$ cat src/rtl/mem_arbiter_if.sv
// mem_arbiter_if -- bundle of every handshake and memory-bus signal around
// the fetch/memory-stage arbiter.
//
// Signal groups:
//   f_*   fetch requester: f_req, f_addr in; f_ready, f_data[79:0],
//         f_err, f_wait out of the arbiter.
//   m_*   memory-stage requester: m_req, m_we, m_addr, m_wdata in;
//         m_ready, m_rdata[63:0], m_err, m_wait out of the arbiter.
//   mem_* unified memory: mem_en, mem_we, mem_addr, mem_wdata out of the
//         arbiter; mem_ack, mem_rdata[79:0], mem_err into it.
//
// Modports:
//   slave  - the arbiter's view.
//   master - the view of the surrounding pipeline and memory (or a bench).
interface mem_arbiter_if #(
  parameter int ADDR_W = 64
);
  // Fetch stage
  logic              f_req;
  logic [ADDR_W-1:0] f_addr;
  logic              f_ready;
  logic [79:0]       f_data;
  logic              f_err;
  logic              f_wait;

  // Memory stage
  logic              m_req;
  logic              m_we;
  logic [ADDR_W-1:0] m_addr;
  logic [63:0]       m_wdata;
  logic              m_ready;
  logic [63:0]       m_rdata;
  logic              m_err;
  logic              m_wait;

  // Unified memory
  logic              mem_en;
  logic              mem_we;
  logic [ADDR_W-1:0] mem_addr;
  logic [63:0]       mem_wdata;
  logic              mem_ack;
  logic [79:0]       mem_rdata;
  logic              mem_err;

  modport slave (
    input  f_req, f_addr, m_req, m_we, m_addr, m_wdata,
           mem_ack, mem_rdata, mem_err,
    output f_ready, f_data, f_err, f_wait,
           m_ready, m_rdata, m_err, m_wait,
           mem_en, mem_we, mem_addr, mem_wdata
  );

  modport master (
    output f_req, f_addr, m_req, m_we, m_addr, m_wdata,
           mem_ack, mem_rdata, mem_err,
    input  f_ready, f_data, f_err, f_wait,
           m_ready, m_rdata, m_err, m_wait,
           mem_en, mem_we, mem_addr, mem_wdata
  );
endinterface

$ cat src/rtl/mem_arbiter.sv
// mem_arbiter -- shares one unified memory port between the fetch stage
// (10-byte instruction reads) and the memory stage (8-byte reads/writes).
// At most one transaction is outstanding. The memory stage normally wins,
// but after STARVE_MAX consecutive memory-stage grants while fetch is
// waiting, fetch is granted. A transaction that sees no mem_ack within
// TIMEOUT cycles is completed with an error.
//
// Ports:
//   clk    in  rising-edge clock
//   rst_n  in  asynchronous active-low reset
//   bus    mem_arbiter_if.slave: fetch, memory-stage and unified-memory
//          signals (see mem_arbiter_if.sv)
//
// Parameters:
//   ADDR_W     byte-address width
//   TIMEOUT    cycles from issue to forced completion (2..255)
//   STARVE_MAX consecutive memory-stage grants tolerated while fetch waits
//              (1..15)
module mem_arbiter #(
  parameter int ADDR_W     = 64,
  parameter int TIMEOUT    = 16,
  parameter int STARVE_MAX = 4
) (
  input  logic          clk,
  input  logic          rst_n,
  mem_arbiter_if.slave  bus
);

  typedef enum logic [1:0] {
    IDLE   = 2'd0,
    BUSY_F = 2'd1,
    BUSY_M = 2'd2
  } state_e;

  localparam logic [7:0] TCNT_LAST  = 8'(TIMEOUT - 1);
  localparam logic [3:0] STARVE_LIM = 4'(STARVE_MAX);

  state_e            state_q, state_d;
  logic [7:0]        tcnt_q, tcnt_d;
  logic [3:0]        starve_q, starve_d;
  logic              mem_en_q, mem_en_d;
  logic              mem_we_q, mem_we_d;
  logic [ADDR_W-1:0] mem_addr_q, mem_addr_d;
  logic [63:0]       mem_wdata_q, mem_wdata_d;

  logic busy;
  logic timed_out;
  logic done;
  logic f_done;
  logic m_done;
  logic grant_m;
  logic grant_f;

  // Completion is combinational so that an ack in the first busy cycle
  // produces the ready pulse in that same cycle.
  always_comb begin
    busy      = (state_q != IDLE);
    timed_out = busy && (tcnt_q == TCNT_LAST);
    // A real ack takes precedence over a coincident timeout: the error and
    // data then come from the memory.
    done      = busy && (bus.mem_ack || timed_out);
    f_done    = done && (state_q == BUSY_F);
    m_done    = done && (state_q == BUSY_M);
  end

  // Grant decision, only meaningful in IDLE.
  always_comb begin
    grant_m = bus.m_req && (!bus.f_req || (starve_q < STARVE_LIM));
    grant_f = bus.f_req && !grant_m;
  end

  always_comb begin
    state_d     = state_q;
    tcnt_d      = tcnt_q;
    starve_d    = starve_q;
    mem_en_d    = mem_en_q;
    mem_we_d    = mem_we_q;
    mem_addr_d  = mem_addr_q;
    mem_wdata_d = mem_wdata_q;

    case (state_q)
      IDLE: begin
        if (grant_m) begin
          state_d     = BUSY_M;
          tcnt_d      = '0;
          mem_en_d    = 1'b1;
          mem_we_d    = bus.m_we;
          mem_addr_d  = bus.m_addr;
          mem_wdata_d = bus.m_wdata;
          // With fetch waiting, grant_m implies starve_q < STARVE_MAX, so
          // the increment can never pass the limit.
          starve_d    = bus.f_req ? (starve_q + 4'd1) : 4'd0;
        end else if (grant_f) begin
          state_d     = BUSY_F;
          tcnt_d      = '0;
          mem_en_d    = 1'b1;
          mem_we_d    = 1'b0;
          mem_addr_d  = bus.f_addr;
          mem_wdata_d = '0;
          starve_d    = '0;
        end
      end
      BUSY_F, BUSY_M: begin
        if (done) begin
          state_d  = IDLE;
          mem_en_d = 1'b0;
          mem_we_d = 1'b0;
        end else begin
          tcnt_d = tcnt_q + 8'd1;
        end
      end
      default: begin
        state_d  = IDLE;
        mem_en_d = 1'b0;
        mem_we_d = 1'b0;
      end
    endcase
  end

  always_ff @(posedge clk or negedge rst_n) begin
    if (!rst_n) begin
      state_q     <= IDLE;
      tcnt_q      <= '0;
      starve_q    <= '0;
      mem_en_q    <= 1'b0;
      mem_we_q    <= 1'b0;
      mem_addr_q  <= '0;
      mem_wdata_q <= '0;
    end else begin
      state_q     <= state_d;
      tcnt_q      <= tcnt_d;
      starve_q    <= starve_d;
      mem_en_q    <= mem_en_d;
      mem_we_q    <= mem_we_d;
      mem_addr_q  <= mem_addr_d;
      mem_wdata_q <= mem_wdata_d;
    end
  end

  assign bus.mem_en    = mem_en_q;
  assign bus.mem_we    = mem_we_q;
  assign bus.mem_addr  = mem_addr_q;
  assign bus.mem_wdata = mem_wdata_q;

  // Data and error are forced to zero outside the ready pulse; a forced
  // (timeout) completion carries zero data and err = 1.
  assign bus.f_ready = f_done;
  assign bus.f_err   = f_done && (bus.mem_ack ? bus.mem_err : 1'b1);
  assign bus.f_data  = (f_done && bus.mem_ack) ? bus.mem_rdata : 80'd0;
  assign bus.f_wait  = bus.f_req && !f_done;

  assign bus.m_ready = m_done;
  assign bus.m_err   = m_done && (bus.mem_ack ? bus.mem_err : 1'b1);
  assign bus.m_rdata = (m_done && bus.mem_ack) ? bus.mem_rdata[63:0] : 64'd0;
  assign bus.m_wait  = bus.m_req && !m_done;

endmodule

$ cat src/flat_wrapper.sv
// flat-port wrapper written by rule: the top's interface ports become plain ports
module mem_arbiter_flat 
#(
  parameter int ADDR_W     = 64,
  parameter int TIMEOUT    = 16,
  parameter int STARVE_MAX = 4
)
  (clk, rst_n, bus_f_req, bus_f_addr, bus_m_req, bus_m_we, bus_m_addr, bus_m_wdata, bus_mem_ack, bus_mem_rdata, bus_mem_err, bus_f_ready, bus_f_data, bus_f_err, bus_f_wait, bus_m_ready, bus_m_rdata, bus_m_err, bus_m_wait, bus_mem_en, bus_mem_we, bus_mem_addr, bus_mem_wdata);
  mem_arbiter_if #(.ADDR_W(ADDR_W)) bus_i ();
  input  logic clk;
  input  logic rst_n;
  input wire logic [$bits(bus_i.f_req)-1:0] bus_f_req;
  input wire logic [$bits(bus_i.f_addr)-1:0] bus_f_addr;
  input wire logic [$bits(bus_i.m_req)-1:0] bus_m_req;
  input wire logic [$bits(bus_i.m_we)-1:0] bus_m_we;
  input wire logic [$bits(bus_i.m_addr)-1:0] bus_m_addr;
  input wire logic [$bits(bus_i.m_wdata)-1:0] bus_m_wdata;
  input wire logic [$bits(bus_i.mem_ack)-1:0] bus_mem_ack;
  input wire logic [$bits(bus_i.mem_rdata)-1:0] bus_mem_rdata;
  input wire logic [$bits(bus_i.mem_err)-1:0] bus_mem_err;
  output wire logic [$bits(bus_i.f_ready)-1:0] bus_f_ready;
  output wire logic [$bits(bus_i.f_data)-1:0] bus_f_data;
  output wire logic [$bits(bus_i.f_err)-1:0] bus_f_err;
  output wire logic [$bits(bus_i.f_wait)-1:0] bus_f_wait;
  output wire logic [$bits(bus_i.m_ready)-1:0] bus_m_ready;
  output wire logic [$bits(bus_i.m_rdata)-1:0] bus_m_rdata;
  output wire logic [$bits(bus_i.m_err)-1:0] bus_m_err;
  output wire logic [$bits(bus_i.m_wait)-1:0] bus_m_wait;
  output wire logic [$bits(bus_i.mem_en)-1:0] bus_mem_en;
  output wire logic [$bits(bus_i.mem_we)-1:0] bus_mem_we;
  output wire logic [$bits(bus_i.mem_addr)-1:0] bus_mem_addr;
  output wire logic [$bits(bus_i.mem_wdata)-1:0] bus_mem_wdata;
  assign bus_i.f_req = bus_f_req;
  assign bus_i.f_addr = bus_f_addr;
  assign bus_i.m_req = bus_m_req;
  assign bus_i.m_we = bus_m_we;
  assign bus_i.m_addr = bus_m_addr;
  assign bus_i.m_wdata = bus_m_wdata;
  assign bus_i.mem_ack = bus_mem_ack;
  assign bus_i.mem_rdata = bus_mem_rdata;
  assign bus_i.mem_err = bus_mem_err;
  assign bus_f_ready = bus_i.f_ready;
  assign bus_f_data = bus_i.f_data;
  assign bus_f_err = bus_i.f_err;
  assign bus_f_wait = bus_i.f_wait;
  assign bus_m_ready = bus_i.m_ready;
  assign bus_m_rdata = bus_i.m_rdata;
  assign bus_m_err = bus_i.m_err;
  assign bus_m_wait = bus_i.m_wait;
  assign bus_mem_en = bus_i.mem_en;
  assign bus_mem_we = bus_i.mem_we;
  assign bus_mem_addr = bus_i.mem_addr;
  assign bus_mem_wdata = bus_i.mem_wdata;
  mem_arbiter #(.ADDR_W(ADDR_W), .TIMEOUT(TIMEOUT), .STARVE_MAX(STARVE_MAX)) u_core (.clk(clk), .rst_n(rst_n), .bus(bus_i));
endmodule
$ cat config.mk
export PLATFORM = sky130hd
export DESIGN_NAME = mem_arbiter_flat
export DESIGN_NICKNAME = d
export VERILOG_FILES = /design/src/rtl/mem_arbiter_if.sv /design/src/rtl/mem_arbiter.sv /design/src/flat_wrapper.sv
export SDC_FILE = /design/constraint.sdc
export NUM_CORES = 1
export LEC_CHECK = 0
export CAP_MARGIN = 10
export CORE_AREA = 2 2 216 218
export DETAILED_ROUTE_END_ITERATION = 10
export DIE_AREA = 0 0 218 220
export PLACE_DENSITY = 0.54
export SLEW_MARGIN = 20
export SYNTH_ARGS = -nofsm -noshare
export SYNTH_HDL_FRONTEND = slang
export SYNTH_SLANG_ARGS = --single-unit
$ cat constraint.sdc
create_clock -name clk -period 2.2 [get_ports clk]
set_clock_uncertainty 0.15 [all_clocks]
set_input_delay 0.33 -clock clk [delete_from_list [all_inputs] [get_ports clk]]
set_output_delay 0.33 -clock clk [all_outputs]
set_load 0.02 [all_outputs]
Word level (Yosys, flattened, before mapping). Index checks and enable logic that the tools add are counted.

Flip-flop bits (word level): 144. Latch bits: 0. Bits in writable memories: 0. ROM bits: 0. Input port bits: 279. Output and inout port bits: 280. Word-level logic and storage cells: 67. Memories kept: 0.

Add/subtract/negate cells: 2. $mul: 0. Div/mod/pow operators: 0. $lt $le $gt $ge: 1. Equality and inequality tests: 6. Shifts and indexed selects: 0. Muxes and demuxes: 25. Bitwise gates (word level): 0. Reductions and logical operators: 26.

Operators with widths (count): $mux 64 (5); $mux 80 (1); $mux 8 (3); $pmux 8 s2 (1); $logic_and 1x1->1 (12); $mux 4 (3); $add 8x1->8 const B (1); $eq 8x4->1 const B (1); $mux 1 (6); $mux 2 (3); $reduce_bool 2->1 (3); $add 4x1->4 const B (1); $logic_not 1->1 (4); $lt 4x3->1 const B (1); $pmux 1 s2 (2); $pmux 2 s2 (1); $reduce_and 2->1 (2); $ne 3x1->1 const B (1); $reduce_and 3->1 (1); $eq 2x1->1 const B (1); $eq 2x2->1 const B (1); $logic_not 2->1 (1); $logic_or 1x1->1 (2); $ne 2x1->1 const B (1); other kinds (2) (2).

Longest topological paths before layout. Gate-level depths: netlist (run 1).

Word-level depth: 8. Mapped depth: 10. Mapped depth without buffers: 6.

Worst setup path after synthesis (run 1). Ideal clock, no wire load.

Path kind: flip-flop to output port. Start point: register u_core.state_q[0]. End point: output port bus_f_data[19]. Data arrival time: 1.859 ns. Data required time: 1.720 ns. Setup slack: -0.139 ns. Cell stages (with the launch flop): 9. Buffers on the path: 4. Cell sequence: dfrtp_1 > inv_1 > ha_1 > buf_4 > nor2b_1 > clkbuf_1 > clkbuf_1 > clkbuf_1 > and3_1.

Cells in the longest elaborated chain, start to end: 7. Elaborated cells on any way between the ends: 8. Classes of those cells: eq/ne (1); mux (1); reduce/logical (6).

RTL lines: from (decl) (line mem_arbiter.sv:38) `state_e state_q, state_d;`; from (signal assigned) (line mem_arbiter.sv:130) `state_q <= state_d;`; $reduce_bool 2->1 (line mem_arbiter.sv:57) `busy = (state_q != IDLE);`; $logic_and 1x1->1 (line mem_arbiter.sv:58) `timed_out = busy && (tcnt_q == TCNT_LAST);`; $logic_or 1x1->1 (line mem_arbiter.sv:61) `done = busy && (bus.mem_ack || timed_out);`; $logic_and 1x1->1 (line mem_arbiter.sv:61); $logic_and 1x1->1 (*) (line mem_arbiter.sv:62) `f_done = done && (state_q == BUSY_F);`; $logic_and 1x1->1 (*) (line mem_arbiter.sv:149) `assign bus.f_data = (f_done && bus.mem_ack) ? bus.mem_rdata : 80'd0;`; $mux 80 (*) (line mem_arbiter.sv:149); to (decl) (line flat_wrapper.sv:22) `output wire logic [$bits(bus_i.f_data)-1:0] bus_f_data;`.

Mark *: on every way between the ends. The rest lies on a longest branch, timed or not.

Worst setup path after layout (run 1).
Start point: register u_core.tcnt_q[6]. End point: output port bus_f_err.

Cells in the longest elaborated chain, start to end: 6.

RTL lines: from (decl) (line mem_arbiter.sv:39) `logic [7:0] tcnt_q, tcnt_d;`; from (signal assigned) (line mem_arbiter.sv:131) `tcnt_q <= tcnt_d;`; $eq 8x4->1 (line mem_arbiter.sv:58); $logic_and 1x1->1 (line mem_arbiter.sv:58); $logic_or 1x1->1 (line mem_arbiter.sv:61); $logic_and 1x1->1 (line mem_arbiter.sv:61); $logic_and 1x1->1 (line mem_arbiter.sv:62); $logic_and 1x1->1 (line mem_arbiter.sv:148) `assign bus.f_err = f_done && (bus.mem_ack ? bus.mem_err : 1'b1);`; to (decl) (line flat_wrapper.sv:23) `output wire logic [$bits(bus_i.f_err)-1:0] bus_f_err;`.

No other way between the ends.

==> flow_metrics.tcl, run 1 <==
set metrics [dict create \
    outcome "finished with violations" \
    violations "negative setup slack" \
    worstMarginPinSlew_ns 0.555 \
    cap_viol_max_count 0 \
    start_kind "register" \
    fin_tns_setup_ns -21.71 \
    wl_per_cell_um 18.9 \
    die_w_um 218 \
    peakVddDrop_uv 553 \
    syn_area_um2 7320 \
    preCtsSetupSlack_ns -0.530 \
    synth_flop_cell "dfrtp_1" \
    fin_util_pct 33.6 \
    grt_pass1_wl_mm 55.1 \
    worst_slack_ns -0.247 \
    r2r_end "u_core.tcnt_q[7]" \
    finalHoldViolCount 0 \
    dpl_cell_area_um2 14200 \
    ys_types 40 \
    path_cells "nor4_4 > a21oi_4 > nor2_4 > buf_8 > and3_4 > buf_6" \
    drc 0 \
    htree_levels 4 \
    yosysSeqAreaShare_pct 49.2 \
    cts.sinks 144 \
    grt_remaining_overflow 0 \
    critPathKind "register to output pin" \
    clk_latency_ns 0.44 \
    cp.required_ns 1.72 \
    grt_usage_pct 15.4 \
    cp_slowest_cell "dfrtp_1" \
    rows 79 \
    critPathMaxFanout 6 \
    dr.pass1.iters 5 \
    grt_start_max_net_pins 57 \
    fin_nets 1786 \
    dp_hpwl_mm 30.2 \
    max_freq_mhz 409 \
    coreArea_um2 45900 \
    via_count 8983 \
    cp.arrival_ns 1.97 \
    io_buffers 558 \
    synth_edf_count 0 \
    cts_tree "done" \
    viasPerCell 4.23 \
    grt_pass1_vias 8585 \
    r2r_cells 9 \
    io_pins 559 \
    path_clk_slew_ns 0.06 \
    min_path_type "input port to async pin" \
    area_growth_pct 111 \
    r2r_setup_slack_ns -0.06 \
    finalSetupViolCount 154 \
    period_minus_slack_ns 2.45 \
    die_y_um 220 \
    wirelength_mm 40.0 \
    max_stage_delay_ns 0.41 \
    fin_area_um2 15400 \
    drtIter0Drc 440 \
    final_max_slew_viol_count 0 \
    die-area_um2 48000 \
    rsz0062_at_grt "true" \
    initial_core_util_pct 16.0 \
    async_reset_ff_share_pct 100 \
    synth_nets 1193 \
    antenna_found_initial 7 \
    fin_crit_sh_pct 111 \
    clockBufferDepth 2 \
    post_synth.cell_area_avg_um2 8.05 \
    ant_nets 0 \
    cts-root-buf "clkbuf_16" \
    cts_buffers 17 \
    drive_above_1_share_pct 21.9 \
    power_density_nw_per_um2 1120 \
    p_leak_uw 0.00712 \
    slew_headroom_pct 63.0 \
    synthCells 909 \
    endpoint_kind "output pin" \
    yosysWarnings 0 \
    rr_startpoint "u_core.state_q[1]" \
    ys_ff_latch 144 \
    place_congestion 0.857 \
]
[cell usage after synthesis, types with 2 or more instances]
master      n  area (µm²)
nand2_1   266         998
and3_1    151         945
dfrtp_1   144        3600
clkbuf_1   72         270
nor2_1     71         267
o21ai_0    70         350
a31oi_1    64         400
buf_1       7        26.3
buf_2       6        30.0
a211o_1     5        43.8
ha_1        5        62.6
and2_1      4        25.0
inv_1       4        15.0
nand3_1     4        20.0
nor4_1      4        25.0
o31ai_1     3        22.5
a21boi_0    2        15.0
a22oi_1     2        15.0
buf_6       2        22.5
nand4_1     2        12.5
o21ai_1     2        10.0
[worst max-delay path, delay by kind of cell (launching register included)]
family	cells	cell delay, ns
AO/OA/AOI/OAI	1	0.13
AND/OR/NAND/NOR	3	0.70
flip-flops	1	0.41
buffers and inverters	2	0.28
[worst max-delay path by stage]
stage,cells past startpoint,slack (ns),startpoint,to
6_report,6,-0.25,u_core.tcnt_q[6],bus_f_err
5_1_grt,6,-0.32,u_core.tcnt_q[6],bus_f_err
4_1_cts,6,-0.27,u_core.tcnt_q[7],bus_f_err
3_5_place_dp,5,-0.53,bus_mem_ack,bus_f_data[77]
3_3_place_gp,5,-0.54,bus_mem_ack,bus_f_data[50]
2_1_floorplan,9,0.005,u_core.state_q[0],u_core.tcnt_q[3]
[metrics by stage]
| stage | total power, µW | hold WS [ns] | instances |
|---|---|---|---|
| global route | 18400 | 0.255 | 2123 |
| CTS | 16700 | 0.233 | 2093 |
| floorplan | 8500 | -0.116 | 909 |
| global placement | 13400 | 0.191 | 2054 |
| detailed placement | 13500 | 0.195 | 2054 |
| finish | 17300 | 0.278 | 2123 |
[layer usage]
metal | wire, µm | global-route usage [%]
met5 | 42 | 0
met4 | 1130 | 5.42
met3 | 3530 | 5.34
met2 | 20400 | 28.0
met1 | 14900 | 16.5
[sequential cells by signal, indices dropped and copies added (netlist names)]
register	cells
u_core.bus.mem_wdata	64
u_core.starve_q	4
u_core.bus.mem_en	1
u_core.tcnt_q	8
u_core.bus.mem_we	1
u_core.bus.mem_addr	64
u_core.state_q	2
[power breakdown]
part	total [µW]	leakage [µW]	internal (µW)	switching (µW)
Combinational	10000	0.00508	4810	5200
Sequential	4450	0.00177	3800	647
Clock	2840	0.000263	1580	1270
Total	17300	0.00712	10200	7120
[logic make-up after synthesis]
logic type      count (synthesis)  synth area share (%)
compound gates                156                  12.5
fa+ha+maj                       5                 0.855
buf+inv                        93                  5.13
simple gates                  511                  32.2
flops                         144                  49.2
[placed cells by master, fill, tap and decap left out, types with 18 or more instances in the layout]
| cell type | count |
|---|---|
| nand2_1 | 265 |
| buf_6 | 65 |
| buf_4 | 124 |
| a31oi_1 | 64 |
| nor2_1 | 70 |
| buf_12 | 30 |
| o21ai_0 | 68 |
| and3_1 | 128 |
| and3_4 | 23 |
| clkdlybuf4s50_1 | 407 |
| dfrtp_1 | 144 |
| buf_2 | 18 |
| clkbuf_16 | 24 |
[layout make-up]
type / instances / area (µm²)
Timing Repair Buffer: 662 / 6830
Multi-Input combinational cell: 672 / 3640
Tap cell: 607 / 759
Inverter: 5 / 18.8
Fill cell: 4782 / 30500
Clock inverter: 13 / 129
Clock buffer: 19 / 433
Antenna cell: 1 / 2.50
Sequential cell: 144 / 3600
[timing repair]
action	CTS	global route
pin swaps	5	15
gates cloned	2	13
setup buffers	5	17
hold endpoints to repair	41	0
gates resized for setup	575	199
hold buffers	1	0
endpoints found under the setup margin	158	157
Note: power is estimated with default switching activity, not from simulation.
==> run 2: changes to the inputs <==
- ABC_CLOCK_PERIOD_IN_PS: default -> 2200
==> results of run 2 <==
The final DEF is identical to that of run 1; final timing and power are the same.
==> run 3: changes to the inputs <==
- CORE_AREA: 2 2 216 218 -> 4 4 218 220
- DIE_AREA: 0 0 218 220 -> 0 0 222 224
==> flow_metrics.tcl, run 3 (synthesis gave the netlist of run 1 again) <==
set metrics [dict create \
    grt_remaining_overflow 0 \
    cts.sinks 144 \
    slew_headroom_pct 67.3 \
    finalSetupViolCount 150 \
    initial_core_util_pct 16.2 \
    rsz0062_at_grt "true" \
    rows 78 \
    rr_startpoint "u_core.state_q[0]" \
    final_cell_mix "407 x clkdlybuf4s50_1, 265 x nand2_1, 144 x dfrtp_1" \
    endpoint_kind "output pin" \
    path_clk_slew_ns 0.06 \
    antenna_found_initial 1 \
    start_kind "register" \
    dpl_cell_area_um2 14100 \
    die-area_um2 49700 \
    grt_pass1_vias 9058 \
    clockBufferDepth 2 \
    dp_hpwl_mm 30.2 \
    wirelength_mm 40.9 \
    drive_above_1_share_pct 24.8 \
    critPathKind "register to output pin" \
    fin_area_um2 15700 \
    place_congestion 0.881 \
    cp.arrival_ns 1.97 \
    cpLargestDelayFamily "buffers and inverters" \
    grt_start_max_net_pins 61 \
    cts-root-buf "clkbuf_16" \
    area_growth_pct 114 \
    critPathMaxFanout 5 \
    preCtsSetupSlack_ns -0.491 \
    htree_levels 4 \
    drc 0 \
    outcome "finished with violations" \
    final_max_slew_viol_count 0 \
    die_y_um 224 \
    via_count 9038 \
    min_path_type "input port to async pin" \
    p_leak_uw 0.00703 \
    path_buf_inv 5 \
    fin_nets 1792 \
    r2r_setup_slack_ns 0.01 \
    finalHoldViolCount 0 \
    coreArea_um2 45300 \
    io_pins 559 \
    worstMarginPinSlew_ns 0.490 \
    period_minus_slack_ns 2.45 \
    worst_slack_ns -0.248 \
    wl_per_cell_um 19.3 \
    cp_slowest_cell "dfrtp_1" \
    fin_crit_sh_pct 111 \
    crit_start "u_core.state_q[1]" \
    viasPerCell 4.26 \
    dr.pass1.iters 4 \
    clk_latency_ns 0.44 \
    violations "negative setup slack" \
    ant_nets 0 \
    diodes 0 \
    max_stage_delay_ns 0.36 \
    power_density_nw_per_um2 1110 \
    layout_commonest_cell "clkdlybuf4s50_1" \
    path_cells "inv_2 > ha_4 > nor2b_4 > buf_12 > buf_12 > clkbuf_16 > and3_4 > buf_6" \
    max_freq_mhz 409 \
    fin_tns_setup_ns -21.59 \
    grt_pass1_wl_mm 58.1 \
    cap_viol_max_count 0 \
    io_buffers 558 \
    die_w_um 222 \
    cts_buffers 17 \
    cp.required_ns 1.72 \
    cts_tree "done" \
    drtIter0Drc 449 \
    peakVddDrop_uv 552 \
    holdWs_ns 0.233 \
    grt_usage_pct 15.1 \
    path_common_cell "buf_12" \
]
## run 3: cell types whose count changed in the layout (fill, tap and decap cells not counted), moves of 4 or more
cell | previous run | this run
buf_6 | 65 | 92
and3_4 | 23 | 66
buf_8 | 5 | 1
and3_1 | 128 | 85
buf_12 | 30 | 23
buf_2 | 18 | 9
buf_4 | 124 | 120
## run 3: final timing paths
check / endpoint / cells past startpoint
hold reg to reg: u_core.bus.mem_wdata[57] / 2
hold / removal: u_core.bus.mem_addr[6] / 2
setup / recovery: bus_f_data[22] / 8
setup reg to reg: u_core.tcnt_q[5] / 7
max in group asynchronous: u_core.bus.mem_wdata[29] / 3
min in group clk: u_core.bus.mem_wdata[60] / 3
## run 3: layer usage
layer / wire length, µm / GRT usage (%) / vias up
met1: 16700 / 17.6 / 4292
met4: 883 / 4.48 / 0
met5: 0 / 0 / -
met3: 2510 / 4.51 / 44
li1: - / - / 4288
met2: 20800 / 27.0 / 414
## run 3: cell type report
class                           count  area [µm²]
Timing Repair Buffer              668        6910
Sequential cell                   144        3600
Multi-Input combinational cell    672        3790
Inverter                            5        18.8
Clock buffer                       19         443
Clock inverter                     13         130
Tap cell                          600         751
Fill cell                        4681       29600
## run 3: power by group
part / internal, µW / total (µW) / switching (µW)
clock: 1600 / 2890 / 1290
sequential: 3800 / 4470 / 661
combinational: 4750 / 9970 / 5210
total: 10200 / 17300 / 7170
## run 3: through the flow
step | cells | util (%) | total power [µW]
after floorplan | 909 | - | 8500
after global placement | 2049 | 31.1 | 13300
after detailed placement | 2049 | 31.1 | 13400
after CTS | 2094 | 32.7 | 16800
after global routing | 2121 | 34.6 | 18400
final | 2121 | 34.6 | 17300
## run 3: worst reg2reg max path: stages (launching register included)
cell and delay [ns]:
dfrtp_1 0.39, inv_2 0.08, ha_4 0.15, buf_4 0.19, and4b_1 0.21, a211o_1 0.31
or2_4 0.30, a211o_1 0.30
## run 3: repair_timing
| action | CTS | global route |
|---|---|---|
| cloned | 6 | 11 |
| endpoints found under the hold margin | 39 | 0 |
| endpoints found under the setup margin | 155 | 157 |
| pin swaps | 7 | 18 |
| gates resized for setup | 621 | 263 |
| hold buffers | 1 | 0 |
| setup buffers | 7 | 19 |
